<file path="config.mk">
export PLATFORM = sky130hd
export DESIGN_NAME = program_loader_flat
export DESIGN_NICKNAME = d
export VERILOG_FILES = /design/src/rtl/program_loader_if.sv /design/src/rtl/program_loader.sv /design/src/flat_wrapper.sv
export SDC_FILE = /design/constraint.sdc
export NUM_CORES = 1
export LEC_CHECK = 0
export CAP_MARGIN = 20
export CORE_ASPECT_RATIO = 1.25
export CORE_MARGIN = 4
export CORE_UTILIZATION = 50
export CTS_CLUSTER_DIAMETER = 200
export DETAILED_ROUTE_END_ITERATION = 6
export PLACE_DENSITY = 0.82
export SLEW_MARGIN = 20
export SYNTH_ARGS = -nofsm -noshare
export SYNTH_HDL_FRONTEND = slang
export SYNTH_SLANG_ARGS = --single-unit
</file>
<file path="constraint.sdc">
create_clock -name clk -period 2.2 [get_ports clk]
set_input_delay 0.55 -clock clk [delete_from_list [all_inputs] [get_ports clk]]
set_output_delay 0.55 -clock clk [all_outputs]
set_load 0.05 [all_outputs]
</file>
<file path="src/rtl/program_loader_if.sv">
// Byte-stream valid/ready channel feeding the program loader.
// The source (UART receiver or debug port) is the master; the loader is the slave.
interface program_loader_if;
    logic [7:0] rx_data;
    logic       rx_valid;
    logic       rx_ready;

    modport master (output rx_data, output rx_valid, input rx_ready);
    modport slave  (input rx_data, input rx_valid, output rx_ready);
endinterface

</file>
<file path="src/rtl/program_loader.sv">
// Loads a LEN / data / CHK byte frame into CPU instruction memory as 16-bit
// words (first byte high), checks the XOR checksum and then releases the CPU.
module program_loader #(
    parameter int BASE_INDEX = 10,
    parameter int MAX_WORDS  = 64
) (
    input  logic                clk,
    input  logic                reset,
    input  logic                start,
    program_loader_if.slave     rx,
    output logic                write,
    output logic [7:0]          write_instruction_index,
    output logic [15:0]         write_instruction,
    output logic                cpu_hold,
    output logic [7:0]          loaded_count,
    output logic                done,
    output logic                error
);
    localparam logic [7:0] BASE8 = 8'(BASE_INDEX);

    typedef enum logic [2:0] {
        S_IDLE, S_WAIT_LEN, S_WAIT_HI, S_WAIT_LO, S_WRITE, S_WAIT_CHK, S_DONE, S_ERROR
    } state_t;

    state_t     state, state_nxt;
    logic [7:0] n_words, acc, hi_byte;
    logic       xfer, len_bad, armable;

    assign xfer    = rx.rx_valid & rx.rx_ready;
    assign len_bad = (rx.rx_data == 8'd0) || (int'(rx.rx_data) > MAX_WORDS);
    assign armable = (state == S_IDLE) || (state == S_DONE) || (state == S_ERROR);

    always_ff @(posedge clk) begin
        if (reset) state <= S_IDLE;
        else       state <= state_nxt;
    end

    always_comb begin
        state_nxt   = state;
        rx.rx_ready = 1'b0;
        write       = 1'b0;
        cpu_hold    = 1'b1;
        done        = 1'b0;
        error       = 1'b0;
        case (state)
            S_IDLE: if (start) state_nxt = S_WAIT_LEN;
            S_WAIT_LEN: begin
                rx.rx_ready = 1'b1;
                if (xfer) state_nxt = len_bad ? S_ERROR : S_WAIT_HI;
            end
            S_WAIT_HI: begin
                rx.rx_ready = 1'b1;
                if (xfer) state_nxt = S_WAIT_LO;
            end
            S_WAIT_LO: begin
                rx.rx_ready = 1'b1;
                if (xfer) state_nxt = S_WRITE;
            end
            S_WRITE: begin
                write     = 1'b1;
                state_nxt = (loaded_count + 8'd1 == n_words) ? S_WAIT_CHK : S_WAIT_HI;
            end
            S_WAIT_CHK: begin
                rx.rx_ready = 1'b1;
                if (xfer) state_nxt = (rx.rx_data == acc) ? S_DONE : S_ERROR;
            end
            S_DONE: begin
                done     = 1'b1;
                cpu_hold = 1'b0;
                if (start) state_nxt = S_WAIT_LEN;
            end
            S_ERROR: begin
                error = 1'b1;
                if (start) state_nxt = S_WAIT_LEN;
            end
            default: state_nxt = S_IDLE;
        endcase
    end

    // Index and word are registered on the low-byte transfer so they are
    // stable during the write cycle and hold afterwards.
    always_ff @(posedge clk) begin
        if (reset) begin
            loaded_count            <= 8'd0;
            n_words                 <= 8'd0;
            acc                     <= 8'd0;
            hi_byte                 <= 8'd0;
            write_instruction_index <= BASE8;
            write_instruction       <= 16'd0;
        end else begin
            case (state)
                S_WAIT_LEN: if (xfer) begin
                    n_words <= rx.rx_data;
                    acc     <= acc ^ rx.rx_data;
                end
                S_WAIT_HI: if (xfer) begin
                    hi_byte <= rx.rx_data;
                    acc     <= acc ^ rx.rx_data;
                end
                S_WAIT_LO: if (xfer) begin
                    acc                     <= acc ^ rx.rx_data;
                    write_instruction       <= {hi_byte, rx.rx_data};
                    write_instruction_index <= BASE8 + loaded_count;
                end
                S_WRITE: loaded_count <= loaded_count + 8'd1;
                default: if (armable && start) begin
                    loaded_count <= 8'd0;
                    acc          <= 8'd0;
                end
            endcase
        end
    end
endmodule

</file>
<file path="src/flat_wrapper.sv">
// flat-port wrapper written by rule: the top's interface ports become plain ports
module program_loader_flat 
#(
    parameter int BASE_INDEX = 10,
    parameter int MAX_WORDS  = 64
)
  (clk, reset, start, write, write_instruction_index, write_instruction, cpu_hold, loaded_count, done, error, rx_rx_data, rx_rx_valid, rx_rx_ready);
  program_loader_if rx_i ();
  input  logic clk;
  input  logic reset;
  input  logic start;
  output logic write;
  output logic [7:0] write_instruction_index;
  output logic [15:0] write_instruction;
  output logic cpu_hold;
  output logic [7:0] loaded_count;
  output logic done;
  output logic error;
  input wire logic [$bits(rx_i.rx_data)-1:0] rx_rx_data;
  input wire logic [$bits(rx_i.rx_valid)-1:0] rx_rx_valid;
  output wire logic [$bits(rx_i.rx_ready)-1:0] rx_rx_ready;
  assign rx_i.rx_data = rx_rx_data;
  assign rx_i.rx_valid = rx_rx_valid;
  assign rx_rx_ready = rx_i.rx_ready;
  program_loader #(.BASE_INDEX(BASE_INDEX), .MAX_WORDS(MAX_WORDS)) u_core (.clk(clk), .reset(reset), .start(start), .rx(rx_i), .write(write), .write_instruction_index(write_instruction_index), .write_instruction(write_instruction), .cpu_hold(cpu_hold), .loaded_count(loaded_count), .done(done), .error(error));
endmodule
</file>
==> reports/metrics.cfg, run 1 <==
[synth]
synth_most_common_cell = nand2_1
synthTopCellsByArea = dfxtp_1, a21oi_1, nand2_1, xnor2_1, nor2_1
synth-seq-cells = 59
synth_fa_ha_area_share_pct = 0.846
mappedNetlistNets = 383
synthSimpleGateAreaFrac_pct = 23.7
postSynthCellCount = 369
postSynth.asyncResetShare_pct = 0
synth.area.mux_share_pct = 3.72
synth_area_leader_cell = dfxtp_1
synth_compound_area_share_pct = 20.0
syn_area_mm2 = 0.00296
yosysSeqAreaShare_pct = 39.9
synth_top_family_by_area = simple AND/OR/NAND/NOR gates
synth_xor_area_share_pct = 6.51
synth_top_cell_area_share_pct = 39.9
synth_ff_type = dfxtp_1
synth_common_cells = nand2_1, dfxtp_1, a21oi_1
syn_avg_cell_area_um2 = 8.02
synth_edf_count = 0
synth_cell_types = 53
yosys_warnings = 0

[place]
dp_hpwl_mm = 5.23
gp_congestion = 0.851
post-place-ws_ns = -0.0857
io_buffers = 48
placedCellCount = 482

[sta]
final_max_slew_viol_count = 0
fin_crit_sh_pct = 98.1
slew-limit-headroom_pct = 59.6
clock.fmax_mhz = 464
setup_slack_ns = 0.0427
min_period_ns = 2.16
rsz0062_at_grt = false
setup_tns_ns = 0
skew_ns = 0.0112
tightest_slew_ns = 0.603
setup_viol = 0
finalHoldViolCount = 0

[power]
comb_power_share_pct = 36.3
p_total_mw = 3.62
vdd.ir_drop.worst_mv = 0.465
intPower_mw = 2.31
clkPwrFrac_pct = 28.7
power_leakage_nw = 1.37
power_switching_mw = 1.31
pwr-share-seq_pct = 35.1
swShare_pct = 36.1
powerDensity_mw_per_mm2 = 948

[setup_path]
crit_type = reg2out
cp-end-kind = output pin
critPathCapture = loaded_count[1]
cpMaxStageDelayCell = clkdlybuf4s50_1
r2r_start = u_core.loaded_count[1]$_SDFFE_PP0P_
cp_max_fo = 6
start_kind = register
startpoint = u_core.loaded_count[1]$_SDFFE_PP0P_
crit_chain = clkdlybuf4s50_1
worst-path-stages = 1
worstPathArrival_ns = 1.61
r2r_cells = 6
r2r_setup_slack_ns = 0.18
cp_slowest_stage_delay_ns = 0.84
r2r_end = u_core.state[0]$_SDFFE_PP0P_
required_ns = 1.65
crit_family = buffers and inverters
crit_buf_inv = 1

[global_routing]
grt_first_pass_wirelength_mm = 12.3
antenna_found_initial = 0
grt.total_usage_pct = 21.5
grt_pass1_vias = 2602
overflow = 0
grt_max_degree = 33

[finish]
fin_cells = 498
layout-drive-gt1-share_pct = 14.6
multiInputGateArea_mm2 = 0.00162
antenna_cells = 0
utilization_pct = 66.1
areaGrowthSynthToFinish_pct = 29.1
nets = 441
register_area_mm2 = 0.00118
fillers = 475

[die]
coreArea_mm2 = 0.00578
initial_core_util_pct = 51.2
num_rows = 31
pin_count = 49
die_x_um = 76.8
dieArea_mm2 = 0.00722
die_h_um = 94.0

[detailed_routing]
viasPerCell = 5.71
vias = 2844
drtAntennaViolNets = 0
wl_per_cell_um = 15.0
dr.pass1.iters = 5
drt_iter0_drc = 256
wl_mm = 7.45
remaining_drc_errors = 0

[clock_network]
h-tree-depth = 3
clk-insertion-delay-late_ns = 0.34
cts.clk_slew.worst_paths_ns = 0.06
post_cts_resize_count = 0
root_buffer = clkbuf_8
cts-hold-fix-buffers = 0
cts_made_buffers = 9
cts_setup_buffers = 0
cts_sinks = 59
cts.path.max_buffers = 2
tritoncts = built

[run_status]
status = finished, final reports clean

[job]
maxCapViolCount = 0

[worst_hold_path]
min_path_type = reg2reg

[flip-flops by register name, indices dropped and copies added (netlist names)]
signal                          count
u_core.loaded_count                 8
u_core.write_instruction_index      8
u_core.hi_byte                      8
u_core.acc                          8
u_core.n_words                      8
u_core.write_instruction           16
u_core.state                        3
[power by group through the flow]
stage          Clock (mW)  Combinational [mW]  Sequential [mW]
4_1_cts              1.06                1.31             1.27
6_report             1.04                1.31             1.27
2_1_floorplan           0               0.823             1.34
3_5_place_dp            0                1.30             1.29
3_3_place_gp            0                1.27             1.28
5_1_grt              1.11                1.43             1.28
[how the worst min path moves through the flow]
stage	from	end	slack, ns	depth (start not counted)
after floorplan	u_core.hi_byte[2]$_SDFFE_PP0P_	u_core.write_instruction[10]$_SDFFE_PP0P_	0.43	2
after global placement	u_core.write_instruction_index[4]$_SDFFE_PP0P_	u_core.write_instruction_index[4]$_SDFFE_PP0P_	0.44	2
after detailed placement	u_core.hi_byte[7]$_SDFFE_PP0P_	u_core.hi_byte[7]$_SDFFE_PP0P_	0.45	2
after CTS	u_core.hi_byte[7]$_SDFFE_PP0P_	u_core.hi_byte[7]$_SDFFE_PP0P_	0.46	2
after global routing	u_core.write_instruction_index[3]$_SDFFE_PP1P_	u_core.write_instruction_index[3]$_SDFFE_PP1P_	0.48	1
final	u_core.write_instruction_index[4]$_SDFFE_PP0P_	u_core.write_instruction_index[4]$_SDFFE_PP0P_	0.45	2
[cell usage in the layout, fill, tap and decap left out, types with 3 or more instances in the layout]
master,Yosys,routed
xnor2_1,17,17
or3_1,3,3
buf_4,2,33
o2111ai_1,3,3
xor2_1,5,5
buf_12,0,4
nand3_1,3,3
nand3b_1,11,11
nor2b_1,4,4
o21ai_1,3,3
nand4_1,3,3
mux2i_1,11,11
and2_1,3,3
clkdlybuf4s50_1,0,35
nand2_1,65,65
a211o_1,3,3
nand2b_1,3,3
dfxtp_1,59,59
o21ai_0,14,14
nor3_1,3,3
a31oi_1,4,4
inv_1,7,6
a211oi_1,4,4
nor2_1,33,33
clkbuf_8,0,12
a21oi_1,50,50
[final cells by class]
cell class	instances	area share, %
Clock inverter	3	1.18
Clock buffer	13	4.42
Inverter	7	0.688
Tap cell	66	2.16
Sequential cell	59	30.9
Multi-Input combinational cell	276	42.4
Timing Repair Buffer	74	18.2
[layer usage]
layer / track usage, % / vias up / part of all wire (%)
li1: - / 1388 / -
met1: 25.5 / 1329 / 41
met2: 37.3 / 108 / 51
met3: 4.41 / 19 / 5.5
met4: 9.82 / 0 / 2.5
met5: 0 / - / 0
[cells by family (layout without fill, tap and decap cells)]
kind of cell             count (synthesis)  after routing
adder cells (fa/ha/maj)                  2              2
AND/OR/NAND/NOR                        143            143
XOR/XNOR                                22             22
flip-flops                              59             59
multiplexers                            11             11
AO/OA/AOI/OAI                           98             98
buffers and inverters                   34             97
[metrics by stage]
stage | hold WS [ns] | cell area (um2)
5_1_grt | 0.476 | 3820
2_1_floorplan | 0.432 | 2960
3_5_place_dp | 0.447 | 3600
3_3_place_gp | 0.439 | 3600
4_1_cts | 0.456 | 3820
6_report | 0.454 | 3820
[worst reg2reg max path, stage by stage, from the launching register on]
cell and delay (ns):
dfxtp_1 0.43, ha_1 0.29, xor2_1 0.15, a311o_1 0.35, nor4_4 0.33, o2111ai_1 0.20, a31oi_1 0.19
Note: power is estimated with default switching activity, not from simulation.
==> run 2, diff against run 1 <==
--- a/config.mk
+++ b/config.mk
@@ -6,7 +6,7 @@
 export NUM_CORES = 1
 export LEC_CHECK = 0
 export CAP_MARGIN = 20
-export CORE_ASPECT_RATIO = 1.25
+export CORE_ASPECT_RATIO = 0.9
 export CORE_MARGIN = 4
 export CORE_UTILIZATION = 50
 export CTS_CLUSTER_DIAMETER = 200
==> constraint.sdc (replaced) <==
create_clock -name clk -period 2.2 [get_ports clk]
set_input_delay 0.55 -clock clk [delete_from_list [all_inputs] [get_ports clk]]
set_output_delay 0.55 -clock clk [all_outputs]
set_load 0.02 [all_outputs]
==> reports/metrics.cfg, run 2 (synthesis results as in run 1) <==
[setup_path]
start_kind = register
r2r_end = u_core.state[0]$_SDFFE_PP0P_
r2r_setup_slack_ns = 0.14  ; -0.04 ns
crit_type = reg2reg
required_ns = 2.46  ; +0.81 ns
critPathCapture = u_core.state[0]$_SDFFE_PP0P_
cp_max_fo = 6  ; unchanged
r2r_cells = 6  ; unchanged
cp-end-kind = register
r2r_start = u_core.loaded_count[1]$_SDFFE_PP0P_
startpoint = u_core.loaded_count[1]$_SDFFE_PP0P_
worstPathArrival_ns = 2.32  ; +0.71 ns

[global_routing]
grt_max_degree = 39  ; +18%
grt_first_pass_wirelength_mm = 11.9  ; -3.4%
antenna_found_initial = 0  ; unchanged
overflow = 0  ; unchanged
grt_pass1_vias = 2625  ; +0.88%
grt.total_usage_pct = 21.5  ; -0.030 points

[die]
initial_core_util_pct = 52.0  ; +0.78 points
coreArea_mm2 = 0.00569  ; -1.5%
die_h_um = 81.0  ; -14%
num_rows = 26  ; -16%
pin_count = 49  ; unchanged
die_x_um = 89.1  ; +16%
dieArea_mm2 = 0.00721  ; about the same

[place]
gp_congestion = 0.846  ; -0.52%
io_buffers = 48  ; unchanged
placed_area_mm2 = 0.00360  ; about the same
post-place-ws_ns = -0.0838  ; +0.00190 ns
dp_hpwl_mm = 5.21  ; -0.36%

[power]
vdd.ir_drop.worst_mv = 0.670  ; +44%
powerDensity_mw_per_mm2 = 876  ; -7.5%
power_switching_mw = 1.20  ; -8.6%
comb_power_share_pct = 35.0  ; -1.3 points
power_leakage_nw = 1.35  ; -1.7%
intPower_mw = 2.13  ; -7.9%
pwr-share-seq_pct = 38.0  ; +2.9 points
clkPwrFrac_pct = 27.1  ; -1.6 points
swShare_pct = 35.9  ; -0.18 points

[clock_network]
root_buffer = clkbuf_8
cts_setup_buffers = 0  ; unchanged
cts_sinks = 59  ; unchanged
cts.path.max_buffers = 2  ; unchanged
tritoncts = built
cts_made_buffers = 9  ; unchanged
clk-insertion-delay-late_ns = 0.34  ; about the same
h-tree-depth = 3  ; unchanged
cts.clk_slew.worst_paths_ns = 0.07  ; about the same
cts-hold-fix-buffers = 0  ; unchanged

[sta]
skew_ns = 0.00483  ; -0.00636 ns
final_max_slew_viol_count = 0  ; unchanged
slew-limit-headroom_pct = 55.6  ; -3.9 points
fin_crit_sh_pct = 93.5  ; -4.5 points
min_period_ns = 2.06  ; -0.0999 ns
rsz0062_at_grt = false
setup_tns_ns = 0  ; unchanged
clock.fmax_mhz = 486  ; +4.9%
finalHoldViolCount = 0  ; unchanged
tightest_slew_ns = 0.666  ; +0.0629 ns
setup_slack_ns = 0.143  ; +0.0999 ns
setup_viol = 0  ; unchanged

[detailed_routing]
remaining_drc_errors = 0  ; unchanged
wl_mm = 7.20  ; -3.3%
drt_iter0_drc = 201  ; -21%
viasPerCell = 5.55  ; -2.9%
vias = 2796  ; -1.7%
drtAntennaViolNets = 0  ; unchanged
dr.pass1.iters = 5  ; unchanged
wl_per_cell_um = 14.3  ; -4.5%

[finish]
nets = 443  ; +0.45%
layout_common_cells = nand2_1, dfxtp_1, a21oi_1
areaGrowthSynthToFinish_pct = 28.3
final_common_cell = nand2_1
largest_register = u_core.write_instruction
fin_area_mm2 = 0.00379  ; -0.69%
layout-drive-gt1-share_pct = 13.1  ; -1.4 points
antenna_cells = 0  ; unchanged
largest_register_ffs = 16  ; unchanged

[job]
maxCapViolCount = 0  ; unchanged

[worst_hold_path]
min_path_type = reg2reg
min-delay-start = u_core.write_instruction[3]$_SDFFE_PP0P_

[run_status]
status = finished, final reports clean

==> run 2: cell types whose count changed in the layout (fill, tap and decap cells not counted), moves of 2 or more <==
cell             delta
clkdlybuf4s50_1     +7
buf_4               -5
buf_12              -4
dfxtp_1             -4
dfxtp_2             +4
dlygate4sd2_1       +3
clkinv_2            +2
==> run 2: cell type report <==
type	count	area, um2
clock inverters	4	25.0
clock buffers	12	155
fillers	480	1900
inverters	7	26.3
multi-input cells	276	1630
well taps	70	87.6
flip-flops and latches	59	1190
repair buffers	76	687
==> run 2: worst max-delay path: stages (launching register included) <==
cell and delay, ns:
dfxtp_1 0.44, ha_1 0.30, xor2_1 0.16, a311o_1 0.35, nor4_4 0.33, o2111ai_1 0.20
a31oi_1 0.20
==> run 2: power groups by stage <==
stage / clock (mW) / combinational (mW) / sequential (mW)
after floorplan: 0 / 0.773 / 1.29
after global placement: 0 / 1.14 / 1.27
after detailed placement: 0 / 1.16 / 1.28
after CTS: 0.907 / 1.16 / 1.26
after global routing: 0.973 / 1.28 / 1.28
final: 0.900 / 1.16 / 1.26
==> run 2: metal layers <==
layer / vias to the layer above / routed length, um / track usage, % / share of wire (%)
li1: 1391 / - / - / -
met1: 1308 / 3270 / 27.4 / 45
met2: 89 / 3380 / 34.7 / 47
met3: 8 / 480 / 6.90 / 6.7
met4: 0 / 72 / 6.55 / 1.0
met5: - / 0 / 0 / 0
==> run 2: what timing repair did <==
action                     in CTS  in global routing
resized for setup               6                  5
setup endpoints to repair       5                  7
cloned                          0                  0
==> run 2: worst min-delay path by stage <==
stage / end / cells past startpoint
after detailed placement: u_core.write_instruction[3]$_SDFFE_PP0P_ / 2
final: u_core.write_instruction[3]$_SDFFE_PP0P_ / 2
after global routing: u_core.write_instruction[15]$_SDFFE_PP0P_ / 2
after global placement: u_core.write_instruction[13]$_SDFFE_PP0P_ / 2
after floorplan: u_core.write_instruction[10]$_SDFFE_PP0P_ / 2
after CTS: u_core.write_instruction[3]$_SDFFE_PP0P_ / 2
==> run 2: through the flow <==
stage          power, mW  std cells  hold slack (ns)  util, %
2_1_floorplan       2.06        369            0.432        -
3_3_place_gp        2.41        488            0.441     63.3
5_1_grt             3.53        504            0.465     66.6
6_report            3.32        504            0.456     66.6
3_5_place_dp        2.43        488            0.448     63.3
4_1_cts             3.33        504            0.456     66.5
==> run 3, diff against run 2 <==
--- a/config.mk
+++ b/config.mk
@@ -11,7 +11,9 @@
 export CORE_UTILIZATION = 50
 export CTS_CLUSTER_DIAMETER = 200
 export DETAILED_ROUTE_END_ITERATION = 6
+export MAX_ROUTING_LAYER = met4
 export PLACE_DENSITY = 0.82
+export SETUP_SLACK_MARGIN = 0.05
 export SLEW_MARGIN = 20
 export SYNTH_ARGS = -nofsm -noshare
 export SYNTH_HDL_FRONTEND = slang
==> reports/metrics.cfg, run 3 (synthesis results as in run 1) <==
[finish]
largest_register = u_core.write_instruction
largest_register_ffs = 16  ; unchanged
final_common_cell = nand2_1
antenna_cells = 0  ; unchanged
layout_common_cells = nand2_1, dfxtp_1, a21oi_1
layout-drive-gt1-share_pct = 13.1  ; unchanged
areaGrowthSynthToFinish_pct = 28.0
nets = 443  ; unchanged
fin_cells = 504  ; unchanged
utilization_pct = 66.5  ; -0.13 points

[clock_network]
cts_sinks = 59  ; unchanged
cts.clk_slew.worst_paths_ns = 0.07  ; about the same
root_buffer = clkbuf_8
tritoncts = built
clk-insertion-delay-late_ns = 0.34  ; about the same
cts.path.max_buffers = 2  ; unchanged
post_cts_resize_count = 9  ; +3
cts_setup_buffers = 0  ; unchanged
cts-hold-fix-buffers = 0  ; unchanged
cts_made_buffers = 9  ; unchanged
h-tree-depth = 3  ; unchanged

[place]
placedCellCount = 488  ; unchanged
gp_congestion = 0.860  ; +1.6%
dp_hpwl_mm = 5.21  ; unchanged
io_buffers = 48  ; unchanged

[setup_path]
crit_type = reg2reg
worstPathArrival_ns = 2.31  ; about the same
required_ns = 2.46  ; about the same
cp-end-kind = register
start_kind = register
cp_max_fo = 6  ; unchanged

[detailed_routing]
wl_mm = 7.21  ; +0.13%
wl_per_cell_um = 14.3  ; +0.13%
vias = 2794  ; -0.072%
drt_iter0_drc = 216  ; +7.5%
remaining_drc_errors = 0  ; unchanged
viasPerCell = 5.54  ; about the same
dr.pass1.iters = 4  ; -1
drtAntennaViolNets = 0  ; unchanged

[die]
coreArea_mm2 = 0.00569  ; unchanged
pin_count = 49  ; unchanged
initial_core_util_pct = 52.0  ; unchanged
num_rows = 26  ; unchanged
die_h_um = 81.0  ; unchanged
dieArea_mm2 = 0.00721  ; unchanged
die_x_um = 89.1  ; unchanged

[worst_hold_path]
min_path_type = reg2reg

[sta]
tightest_slew_ns = 0.659  ; -0.00637 ns
rsz0062_at_grt = true
fin_crit_sh_pct = 93.2  ; -0.28 points
slew-limit-headroom_pct = 56.1  ; +0.42 points
holdWs_ns = 0.455  ; -0.000247 ns
final_max_slew_viol_count = 0  ; unchanged
finalHoldViolCount = 0  ; unchanged
min_period_ns = 2.05  ; -0.00620 ns
skew_ns = 0.00453  ; -0.000298 ns
setup_viol = 0  ; unchanged
clock.fmax_mhz = 488  ; +0.30%

[global_routing]
grt_max_degree = 39  ; unchanged
overflow = 0  ; unchanged
antenna_found_initial = 0  ; unchanged
grt_first_pass_wirelength_mm = 11.9  ; +0.12%
grt_pass1_vias = 2616  ; -0.34%
grt.total_usage_pct = 22.1  ; +0.62 points

[power]
vdd.ir_drop.worst_mv = 0.678  ; +1.1%
power_leakage_nw = 1.34  ; -0.81%
powerDensity_mw_per_mm2 = 877  ; about the same

[job]
maxCapViolCount = 0  ; unchanged

[run_status]
status = finished, final reports clean

-- run 3: cell type report --
cell class | count | area, um2
fill | 482 | 1910
multi-input combinational | 276 | 1630
sequential | 59 | 1190
timing repair buffer | 76 | 679
clock buffer | 12 | 155
tap | 70 | 87.6
inverter | 7 | 26.3
clock inverter | 4 | 25.0
-- run 3: final timing paths --
| path | startpoint | endpoint | slack (ns) | cells past startpoint |
|---|---|---|---|---|
| worst max-delay path | u_core.loaded_count[1]$_SDFFE_PP0P_ | u_core.state[0]$_SDFFE_PP0P_ | 0.15 | 6 |
| worst min-delay path | u_core.hi_byte[7]$_SDFFE_PP0P_ | u_core.write_instruction[15]$_SDFFE_PP0P_ | 0.46 | 2 |
| worst max register to register | u_core.loaded_count[1]$_SDFFE_PP0P_ | u_core.state[0]$_SDFFE_PP0P_ | 0.15 | 6 |
| worst min register to register | u_core.hi_byte[7]$_SDFFE_PP0P_ | u_core.write_instruction[15]$_SDFFE_PP0P_ | 0.46 | 2 |
-- run 3: report_power, final --
part | internal, mW | switching, mW
registers | 1.17 | 0.0877
clock network | 0.466 | 0.435
logic | 0.482 | 0.674
total | 2.12 | 1.20
-- run 3: routing by layer --
layer | vias up | GRT usage [%] | wire length [um]
li1 | 1391 | - | -
met1 | 1308 | 27.6 | 3160
met2 | 87 | 34.6 | 3420
met3 | 8 | 6.69 | 554
met4 | 0 | 6.55 | 69
met5 | - | - | 0
-- run 3: worst max-delay path, stage by stage, from the launching register on --
cell       delay [ns]
dfxtp_1          0.44
ha_1             0.30
xor2_1           0.16
a311o_1          0.35
nor4_4           0.33
o2111ai_1        0.19
a31oi_1          0.20
-- run 3: metrics by stage --
stage	setup TNS (ns)	total power [mW]	area, um2	worst slack, ns
global placement	-0.0155	2.41	3600	-0.0155
finish	0	3.32	3790	0.149
CTS	0	3.32	3780	0.0673
detailed placement	-0.112	2.43	3600	-0.0838
global route	0	3.52	3790	0.0396
floorplan	0	2.06	2960	0.263
